`config.mk`:
```
export PLATFORM = sky130hd
export DESIGN_NAME = wb_bus_arbiter
export DESIGN_NICKNAME = d
export VERILOG_FILES = /design/src/rtl/core_types_pkg.sv /design/src/rtl/wb_bus_arbiter_rr_arbiter.sv /design/src/rtl/wb_bus_arbiter.sv
export SDC_FILE = /design/constraint.sdc
export NUM_CORES = 1
export LEC_CHECK = 0
export ABC_AREA = 1
export BUFFER_PORTS_ARGS = -buffer_cell sky130_fd_sc_hd__buf_2
export CAP_MARGIN = 20
export CORE_MARGIN = 2
export CORE_UTILIZATION = 47
export CTS_CLUSTER_DIAMETER = 50
export DETAILED_ROUTE_END_ITERATION = 8
export PLACE_DENSITY = 0.76
export SLEW_MARGIN = 20
export SYNTH_ARGS = -nofsm -noshare
export SYNTH_HDL_FRONTEND = slang
export SYNTH_SLANG_ARGS = --single-unit
```
`constraint.sdc`:
```
create_clock -name CLK -period 4.66 [get_ports CLK]
set_input_delay 0.466 -clock CLK [delete_from_list [all_inputs] [get_ports CLK]]
set_output_delay 0.466 -clock CLK [all_outputs]
set_load 0.01 [all_outputs]
```
`src/rtl/core_types_pkg.sv`:
```
// Shared core types: register tags, data words, ROB indices and the writeback-arbiter
// request types used by wb_bus_arbiter and its rr_arbiter sub-module.
package core_types_pkg;

    localparam int PHYS_REG_TAG_W = 6;
    localparam int WORD_W         = 32;
    localparam int ROB_INDEX_W    = 5;

    typedef logic [PHYS_REG_TAG_W-1:0] phys_reg_tag_t;
    typedef logic [WORD_W-1:0]         word_t;
    typedef logic [ROB_INDEX_W-1:0]    ROB_index_t;

    localparam int WB_NUM_REQ = 3;

    typedef enum logic [1:0] {
        WB_ALU_0 = 2'd0,
        WB_ALU_1 = 2'd1,
        WB_LQ    = 2'd2
    } wb_source_t;

    typedef struct packed {
        phys_reg_tag_t phys_reg_tag;
        word_t         data;
        ROB_index_t    ROB_index;
    } wb_req_struct_t;

    // Index following idx in a ring of n entries.
    function automatic int unsigned wrap_inc(input int unsigned idx, input int unsigned n);
        return (idx + 1 >= n) ? 0 : idx + 1;
    endfunction

endpackage

```
`src/rtl/wb_bus_arbiter_rr_arbiter.sv`:
```
// Combinational arbiter: searches req from a start index, wrapping, and grants the first hit.
// Round-robin starts after rr_ptr; fixed-priority starts at FIXED_FIRST and ignores rr_ptr.
module rr_arbiter #(
    parameter int NUM_REQ     = 3,
    parameter int IDX_W       = (NUM_REQ > 1) ? $clog2(NUM_REQ) : 1,
    parameter bit ROUND_ROBIN = 1'b1,
    parameter int FIXED_FIRST = NUM_REQ - 1
) (
    input  logic [NUM_REQ-1:0] req,
    input  logic [IDX_W-1:0]   rr_ptr,
    input  logic               advance,
    output logic [NUM_REQ-1:0] grant,
    output logic [IDX_W-1:0]   grant_idx
);

    logic [IDX_W-1:0]   start_idx;
    logic [NUM_REQ-1:0] grant_raw;
    logic [IDX_W-1:0]   idx_raw;
    logic               found;
    logic [IDX_W:0]     cand;

    generate
        if (ROUND_ROBIN) begin : g_round_robin
            assign start_idx = (int'(rr_ptr) >= NUM_REQ - 1) ? '0 : rr_ptr + 1'b1;
        end else begin : g_fixed_priority
            logic unused_rr_ptr;
            assign unused_rr_ptr = ^rr_ptr;
            assign start_idx     = IDX_W'(FIXED_FIRST);
        end
    endgenerate

    // One extra bit on cand keeps start + offset from overflowing before the wrap.
    always_comb begin
        grant_raw = '0;
        idx_raw   = '0;
        found     = 1'b0;
        cand      = '0;
        for (int k = 0; k < NUM_REQ; k++) begin
            cand = {1'b0, start_idx} + (IDX_W+1)'(k);
            if (cand >= (IDX_W+1)'(NUM_REQ)) begin
                cand = cand - (IDX_W+1)'(NUM_REQ);
            end
            if (!found && req[cand[IDX_W-1:0]]) begin
                found                         = 1'b1;
                grant_raw[cand[IDX_W-1:0]]    = 1'b1;
                idx_raw                       = cand[IDX_W-1:0];
            end
        end
    end

    assign grant     = advance ? grant_raw : '0;
    assign grant_idx = idx_raw;

endmodule

```
`src/rtl/wb_bus_arbiter.sv`:
```
// Writeback arbiter: one holding buffer per result producer feeding a registered writeback stage.
// Define WB_ARB_ROUND_ROBIN_EN for round-robin; otherwise fixed priority LQ > ALU_0 > ALU_1.
module wb_bus_arbiter
    import core_types_pkg::*;
#(
    parameter int NUM_REQ = WB_NUM_REQ
) (
    input  logic                         CLK,
    input  logic                         nRST,
    input  logic [NUM_REQ-1:0]           req_valid,
    input  phys_reg_tag_t [NUM_REQ-1:0]  req_phys_reg_tag,
    input  word_t [NUM_REQ-1:0]          req_data,
    input  ROB_index_t [NUM_REQ-1:0]     req_ROB_index,
    output logic [NUM_REQ-1:0]           req_ready,
    input  logic                         flush,
    input  logic                         wb_ready,
    output logic                         wb_valid,
    output phys_reg_tag_t                wb_phys_reg_tag,
    output word_t                        wb_data,
    output ROB_index_t                   wb_ROB_index,
    output logic [$clog2(NUM_REQ)-1:0]   wb_source
);

    localparam int SRC_W = $clog2(NUM_REQ);

    logic [NUM_REQ-1:0] buf_valid_reg;
    wb_req_struct_t     buf_payload_reg [NUM_REQ];
    logic [NUM_REQ-1:0] grant;
    logic [SRC_W-1:0]   grant_idx;
    logic [SRC_W-1:0]   rr_ptr;
    logic               out_load;
    logic               wb_valid_reg;
    wb_req_struct_t     wb_payload_reg;
    logic [SRC_W-1:0]   wb_source_reg;

    assign out_load = !wb_valid_reg || wb_ready;

`ifdef WB_ARB_ROUND_ROBIN_EN
    localparam bit ROUND_ROBIN = 1'b1;
    logic [SRC_W-1:0] rr_ptr_reg;

    // Reset to the last index so requester 0 is searched first.
    always_ff @(posedge CLK or negedge nRST) begin
        if (!nRST) begin
            rr_ptr_reg <= SRC_W'(NUM_REQ - 1);
        end else if (!flush && out_load && (|grant)) begin
            rr_ptr_reg <= grant_idx;
        end
    end
    assign rr_ptr = rr_ptr_reg;
`else
    localparam bit ROUND_ROBIN = 1'b0;
    assign rr_ptr = '0;
`endif

    // In fixed mode the search starts at the last index (LQ) and wraps to ALU_0, ALU_1.
    rr_arbiter #(
        .NUM_REQ     (NUM_REQ),
        .IDX_W       (SRC_W),
        .ROUND_ROBIN (ROUND_ROBIN),
        .FIXED_FIRST (NUM_REQ - 1)
    ) u_arbiter (
        .req       (buf_valid_reg),
        .rr_ptr    (rr_ptr),
        .advance   (out_load),
        .grant     (grant),
        .grant_idx (grant_idx)
    );

    // grant is already qualified by out_load, so a granted buffer frees up this edge.
    genvar gi;
    generate
        for (gi = 0; gi < NUM_REQ; gi++) begin : g_ready
            assign req_ready[gi] = !flush && (!buf_valid_reg[gi] || grant[gi]);
        end
    endgenerate

    always_ff @(posedge CLK or negedge nRST) begin
        if (!nRST) begin
            buf_valid_reg <= '0;
        end else if (flush) begin
            buf_valid_reg <= '0;
        end else begin
            for (int i = 0; i < NUM_REQ; i++) begin
                if (req_valid[i] && req_ready[i]) begin
                    buf_valid_reg[i] <= 1'b1;
                end else if (grant[i]) begin
                    buf_valid_reg[i] <= 1'b0;
                end
            end
        end
    end

    always_ff @(posedge CLK) begin
        for (int i = 0; i < NUM_REQ; i++) begin
            if (req_valid[i] && req_ready[i]) begin
                buf_payload_reg[i] <= '{phys_reg_tag: req_phys_reg_tag[i],
                                        data:         req_data[i],
                                        ROB_index:    req_ROB_index[i]};
            end
        end
    end

    always_ff @(posedge CLK or negedge nRST) begin
        if (!nRST) begin
            wb_valid_reg   <= 1'b0;
            wb_payload_reg <= '0;
            wb_source_reg  <= '0;
        end else if (flush) begin
            wb_valid_reg <= 1'b0;
        end else if (out_load) begin
            if (|grant) begin
                wb_valid_reg   <= 1'b1;
                wb_payload_reg <= buf_payload_reg[grant_idx];
                wb_source_reg  <= grant_idx;
            end else begin
                wb_valid_reg <= 1'b0;
            end
        end
    end

    assign wb_valid        = wb_valid_reg;
    assign wb_phys_reg_tag = wb_payload_reg.phys_reg_tag;
    assign wb_data         = wb_payload_reg.data;
    assign wb_ROB_index    = wb_payload_reg.ROB_index;
    assign wb_source       = wb_source_reg;

endmodule

```
# Yosys cells after proc, flatten, opt, wreduce, memory -nomap -nowiden
# Memory sizes are Yosys's and may differ from the RTL's. A register that Yosys moved wholly into a read port is not among the register bits.
# Index checks and enable logic that the tools add are counted.
[word_totals]
reg_bits = 6
ramBits = 129
inputBits = 136
word_cells = 58
memories = 1
[classes]
muxes = 25
bitwise_logic = 1
n_reduce_logical = 26
[memory_table]
columns = ["name", "depth", "word_bits", "rd", "rd_clocked_by_memory_dff", "wr", "line", "source"]
rows = [
  ["buf_payload_reg", 3, 43, 1, 1, 3, "wb_bus_arbiter.sv:27", "wb_req_struct_t buf_payload_reg [NUM_REQ];"],
]
[op_table]
columns = ["op", "count"]
rows = [
  ["1-bit 2-to-1 mux", 18],
  ["3-bit 2-to-1 mux", 3],
  ["3-bit nonzero test", 3],
  ["1-bit logical AND", 8],
  ["1-bit logical NOT", 8],
  ["2-bit 2-to-1 mux", 4],
  ["1-bit logical OR", 4],
  ["3-bit AND reduction", 1],
  ["3-bit OR reduction", 1],
  ["2-bit nonzero test", 1],
  ["1-bit NOT", 1],
]

# Longest topological paths before layout
# Gate-level depths: netlist (run 1).
[depth]
depth_word = 13
depth_mapped = 8
ltp_nobuf = 6

# By module
# A second synthesis (run 1) with hierarchy kept.
[hier_totals]
hier_cells = 683
area_unflattened_um2 = 7216.9
[modules_own_cells]
columns = ["module", "instances", "cells_each", "area_per_inst_um2", "seq_area_each_um2"]
rows = [
  ["wb_bus_arbiter", 1, 673, 7176.9, 5099.9],
  ["rr_arbiter", 1, 10, 40.0, 0.0],
]

# Least setup slack after synthesis (run 1)
# No wires, ideal clock.
[synth_timing]
path_type = "register to register"
from = "reg buf_valid_reg[2]"
to = "mem buf_payload_reg[0][0] (netlist name), enable pin"
setup_time_ps = 505
t_arrival_ps = 3950
required_ps = 4155
path_slack_ps = 204
stages_incl_launch_ff = 5
synth_period_minus_slack_ps = 4456
path_cell_list = "dfrtp_1 inv_2 buf_2 a21boi_1 nor3b_1"
[synth_rtl]
columns = ["element", "line", "source"]
rows = [
  ["start, declared", "wb_bus_arbiter.sv:26", "logic [NUM_REQ-1:0] buf_valid_reg;"],
  ["start signal, assigned", "wb_bus_arbiter.sv:80", "buf_valid_reg <= '0;"],
  ["start signal, assigned", "wb_bus_arbiter.sv:82", "buf_valid_reg <= '0;"],
  ["start signal, assigned by index", "wb_bus_arbiter.sv:86", "buf_valid_reg[i] <= 1'b1;"],
  ["end, declared", "wb_bus_arbiter.sv:27", ""],
]

# Worst setup path in the final report (run 1)
[layout_timing]
from = "reg buf_valid_reg[1]"
to = "reg wb_payload_reg (netlist bit wb_phys_reg_tag[3])"
[layout_between]
elab_chain_cells = 5
word_cells_on_any_way = 6
[layout_rtl]
columns = ["element", "line", "source"]
rows = [
  ["1-bit logical AND (*)", "wb_bus_arbiter_rr_arbiter.sv:43", "if (!found && req[cand[IDX_W-1:0]]) begin"],
  ["2-bit 2-to-1 mux", "wb_bus_arbiter_rr_arbiter.sv:43", ""],
  ["3-bit 2-to-1 mux", "wb_bus_arbiter_rr_arbiter.sv:51", "assign grant = advance ? grant_raw : '0;"],
  ["3-bit OR reduction", "wb_bus_arbiter.sv:112", "if (|grant) begin"],
  ["3-bit AND reduction (no line)", "n/a", ""],
  ["end signal, assigned", "wb_bus_arbiter.sv:114", "wb_payload_reg <= buf_payload_reg[grant_idx];"],
  ["end, declared", "wb_bus_arbiter.sv:33", "wb_req_struct_t wb_payload_reg;"],
]
# Every way passes the cells marked *; elsewhere a longest branch is shown, timed or not.
# A chain may end at the register's enable or synchronous reset.

==> metrics, run 1 <==
CP bufs+invs=3; CTS tree=built; layout cell share with drive strength beyond 1=between 30% and 40%; Post-DP HPWL=between 9000 and 10000 um; gpl congestion=between 0.8 and 0.9; Worst Skew=roughly 0.014 ns; hold_buf cts=0; number of enable flip-flop cells after synthesis=around 130; WS Path Type=flip-flop to flip-flop; Clock transition at path regs=0.07 ns; Root Buffer=clkbuf_16; maxcap violations=0; Area Overhead vs Synth=24.3%; drt pass-1 iters=7; Synth Cell Area=between 6000 and 7000 um^2; pin count of the biggest net entering global routing=89; max reg flops=around 130; Stages on worst setup path=8; deepest clock path buffer count=2; final setup fails=0; total vias in the final route=4674; sequential share of the synthesized area=between 70% and 80%; die area=roughly 15000 um^2; crit-path cells=buf_4 -> nor2_1 -> nand2_1 -> nand3_2 -> buf_4 -> inv_2 -> nand3_1 -> nand2_1; prevailing post-synth register cell=edfxtp_1; Seq cells post-synth=~180; Die Span Y=approximately 120 um; Mean Syn Cell Area=12.5 um^2; RR Startpoint=buf_valid_reg[1]; final hold vios=0; CTS sink cnt=~180; first-pass GRT wire length=around 24000 um; YS warnings=0; Final Util=slightly below 60%; final hold slack=approximately 0.065 ns; post-synth top area cell=edfxtp_1; FF-to-FF path depth=8; total CTS buffers=17; leading cell type by number of instances after synthesis=nand2_1; CP arrival=between 3 and 4 ns; Post-synth ARST share=~28%; number of remaining DRC errors=0; Slew @ Worst Pin=between 0.9 and 1 ns; Final Cycle Share=~60%; Via density=~5.1; Crit-path slowest cell=inv_2; initial cell density of the core=a little under half; post-CTS sizing=0; Clk Latency, worst-skew pair=0.43 ns; Post-synth top cells=nand2_1 (135), edfxtp_1 (129), nand3_1 (129); # fillers=~1.2k; final setup TNS=0 ns; H-tree Lvls=4; Worst EP required=roughly 5 ns; starting DRC count in detailed routing=358; status=completed; R2R Setup Slk=~1.9 ns; CORE AREA=14400 um^2; Top Ports=approximately 190; RSZ-0062 raised after global routing=false; routed length per instance=roughly 16 um; DRT Wirelength=between 15000 and 20000 um; FP Rows=44; setup bufs post-CTS=0; Detail Route Antenna Nets=0; width of the chip=between 100 and 150 um; Rel. slew slack=38.7%; Yosys top cell area share=56.8%; syn nets=between 600 and 700; GRT Overall Usage=around 20%; Synth area leaders=edfxtp_1 (57%), dfrtp_1 (18%), nand3_1 (9.5%); Power Dens Cells=approximately 450 nW/um^2; IO buf count=between 150 and 200; Worst Hold Class=input pin to asynchronous set/reset pin; max-slew violations=0; CP endpoint kind=flip-flop; startpoint types=flip-flop; antenna violations before repair=1; Crit Path Max Fanout=between 40 and 50; Crit path max-delay family=buffers and inverters; Post-Syn Instances=544; Cell variety after synth=23; worst reg2reg path endpoint=wb_phys_reg_tag[3]; Max IR drop VDD=0.254 mV; fmax=roughly 360 MHz; fin nets=~860; vias in the first global route=4756; CP peak stage delay=approximately 0.59 ns; total gr overflow=0; P_leak=about 0.0037 uW; Final min period=2.78 ns
## where the power goes
group	internal, uW	switching (uW)	total, uW
Sequential	1850	71.0	1920
Clock	843	591	1430
Combinational	175	265	440
Total	2870	928	3800
## cell usage in the layout, fill, tap and decap left out, types with 3 or more instances in the layout
cell type / count
buf_2: 183
nand3_1: 129
nand2_1: 135
edfxtp_1: 129
bufinv_16: 3
clkbuf_16: 17
inv_1: 6
nor2_1: 7
clkinvlp_4: 3
or2_2: 39
dfrtp_1: 48
or2_1: 4
o21ai_0: 3
buf_4: 8
## routing by layer
layer | track usage [%] | part of all wire (%) | vias to the layer above
met5 | 0 | 0 | -
met4 | 8.39 | 1.4 | 0
met3 | 5.03 | 6.9 | 17
met2 | 35.4 | 52 | 186
met1 | 24.3 | 40 | 2233
li1 | - | - | 2238
## cell families (layout without fill, tap and decap cells)
| kind of cell | count (synthesis) | count (layout) | share of synthesized area (%) |
|---|---|---|---|
| and+or+nand+nor | 320 | 320 | 21.9 |
| DFF | 178 | 178 | 74.7 |
| buffers and inverters | 40 | 231 | 2.84 |
| AOI/OAI and AO/OA | 6 | 6 | 0.513 |
| other | 0 | 1 | 0 |
## how the worst max path moves through the flow
stage | from | to | slack [ns]
2_1_floorplan | buf_valid_reg[2] | buf_payload_reg[0][0] | 0.20
3_3_place_gp | buf_valid_reg[1] | wb_data[13] | 1.96
3_5_place_dp | buf_valid_reg[1] | wb_ROB_index[1] | 1.86
4_1_cts | buf_valid_reg[1] | wb_phys_reg_tag[3] | 1.81
5_1_grt | buf_valid_reg[1] | wb_data[9] | 1.59
6_report | buf_valid_reg[1] | wb_phys_reg_tag[3] | 1.88
## stage by stage
step           worst slack [ns]  total power [uW]  instance area (um^2)  instances
6_report                   1.88              3800                  8480        920
5_1_grt                    1.59              3940                  8480        920
4_1_cts                    1.81              3820                  8470        919
3_5_place_dp               1.86              2400                  7880        887
3_3_place_gp               1.96              2380                  7880        887
2_1_floorplan             0.204              2180                  6820        544
## cell type report
cell class,count,area (um^2),area share [%]
inverter,8,30.0,0.354
timing repair buffer,191,976,11.5
clock buffer,19,433,5.11
multi-input combinational,326,1550,18.2
antenna,1,2.50,0.0295
clock inverter,13,160,1.89
tap,184,230,2.72
sequential,178,5100,60.2
(Power assumes the default switching activity.)
==> run 2, diff against run 1 <==
==> constraint.sdc (replaced) <==
create_clock -name CLK -period 2.3 [get_ports CLK]
set_input_delay 0.23 -clock CLK [delete_from_list [all_inputs] [get_ports CLK]]
set_output_delay 0.23 -clock CLK [all_outputs]
set_load 0.01 [all_outputs]
==> run 2 against run 1 <==
Net effect:
- cell area rose by 16%
- non-clock buffer count rose by 132
- first-iteration DRC count fell by 17%
- critical path type is now flip-flop to output pin
- largest cell class unchanged
==> metrics, run 2 (synthesis gave the netlist of run 1 again) <==
status=completed; Worst Hold Class=input pin to flip-flop; Stages on worst setup path=4; Power Dens Cells=789 nW/um^2; final hold vios=0; CP arrival=around 1.7 ns; Crit-path slowest cell=dfrtp_1; Post-DP HPWL=approximately 10000 um; routed length per instance=~18 um; vias in the first global route=approximately 5.7k; Final min period=approximately 1.9 ns; gpl congestion=slightly below 0.8; most frequent cells in the layout=buf_2 (184), nand2_1 (135), nand3_1 (129), edfxtp_1 (129), dlygate4sd3_1 (129); width of the chip=between 100 and 150 um; number of remaining DRC errors=0; GRT Overall Usage=24.1%; max-slew violations=0; startpoint types=flip-flop; Worst EP required=roughly 2.1 ns; drt pass-1 iters=5; deepest clock path buffer count=2; CP peak stage delay=between 0.4 and 0.5 ns; antenna violations before repair=0; crit-path cells=nor2_4 -> a21boi_2 -> nor2_1 -> buf_2; IO buf count=between 150 and 200; WS Path Type=flip-flop to output pin; Die Span Y=124 um; Clock transition at path regs=around 0.07 ns; max reg flops=129; CP endpoint kind=output pin; CTS sink cnt=~180; Final Cycle Share=a little over 80%; post-CTS sizing=0; CTS tree=built; first-pass GRT wire length=28600 um; fmax=523 MHz; most common cell after layout, fill and taps aside=buf_2; Root Buffer=clkbuf_16; FF-to-FF path depth=7; final hold slack=approximately 0.023 ns; P_leak=0.00431 uW; Max IR drop VDD=between 0.5 and 0.6 mV; H-tree Lvls=4; CP bufs+invs=1; fin nets=slightly below 1k; RSZ-0062 raised after global routing=false; worst slack at placement=about 0.41 ns; initial cell density of the core=47.5%; Top Ports=~190; Via density=a little over 5; Final Util=between 60% and 70%; pin count of the biggest net entering global routing=67; Clk Latency, worst-skew pair=~0.43 ns; Worst Skew=between 0.01 and 0.015 ns; diode count=0; Final Worst Setup Slack=between 0.3 and 0.4 ns; CORE AREA=~14000 um^2; Rel. slew slack=between 50 and 60%; total vias in the final route=5449; layout cell share with drive strength beyond 1=a little under a third; setup bufs post-CTS=0; starting DRC count in detailed routing=around 300; R2R Setup Slk=around 0.4 ns; Detail Route Antenna Nets=0; Crit Path Max Fanout=17; total gr overflow=0; final setup fails=0; Slew @ Worst Pin=0.694 ns; Crit path max-delay family=simple AND/OR/NAND/NOR gates; Worst Hold Depth=1; total CTS buffers=17; hold_buf cts=roughly 130; Area Overhead vs Synth=44.7%; die area=15500 um^2; FP Rows=44; maxcap violations=0; DRT Wirelength=18500 um
[run 2: changes by cell type in the layout (fill, tap and decap cells not counted), sizes merged]
cell         before  now
clkinvlp          3    0
bufinv            3    0
clkinv            5    9
diode             1    0
clkbuf           19   17
buf             191  194
inv              10   14
dlygate4sd3       0  129
[run 2: layer usage]
layer	vias to the layer above	part of all wire, %	global-route usage [%]	wire length (um)
met5	-	0	0	0
met4	0	2.7	9.85	497
met3	40	6.5	5.80	1200
met2	275	53	43.8	9850
met1	2623	38	27.2	6980
li1	2511	-	-	-
[run 2: area by class of cell]
class | count | area, um^2
clock buffers | 17 | 425
clock inverters | 15 | 148
fillers | 997 | 4490
inverters | 8 | 30.0
multi-input cells | 326 | 1570
flip-flops and latches | 178 | 5100
well taps | 184 | 230
repair buffers | 323 | 2370
[run 2: final timing paths]
check / from / end
min: req_data[64] / buf_payload_reg[2][5]
max reg2reg: buf_valid_reg[2] / wb_data[26]
min in group asynchronous: nRST / wb_data[17]
max in group asynchronous: nRST / wb_ROB_index[4]
max: buf_valid_reg[2] / req_ready[1]
min reg2reg: wb_ROB_index[4] / wb_ROB_index[4]
[run 2: report_power, final]
group / switching, uW / leakage (uW) / internal (uW)
Sequential: 148 / 0.00181 / 3750
Combinational: 605 / 0.00222 / 523
Clock: 1330 / 0.000284 / 1440
[run 2: through the flow]
stage                     TNS, ns  cell area (um^2)  total power (uW)  instances
after detailed placement        0              8010              4890        890
final                           0              9880              7790       1051
after CTS                       0              9880              7800       1051
after global routing            0              9880              8080       1051
after global placement          0              8010              4850        890
after floorplan            -0.520              6860              4410        544
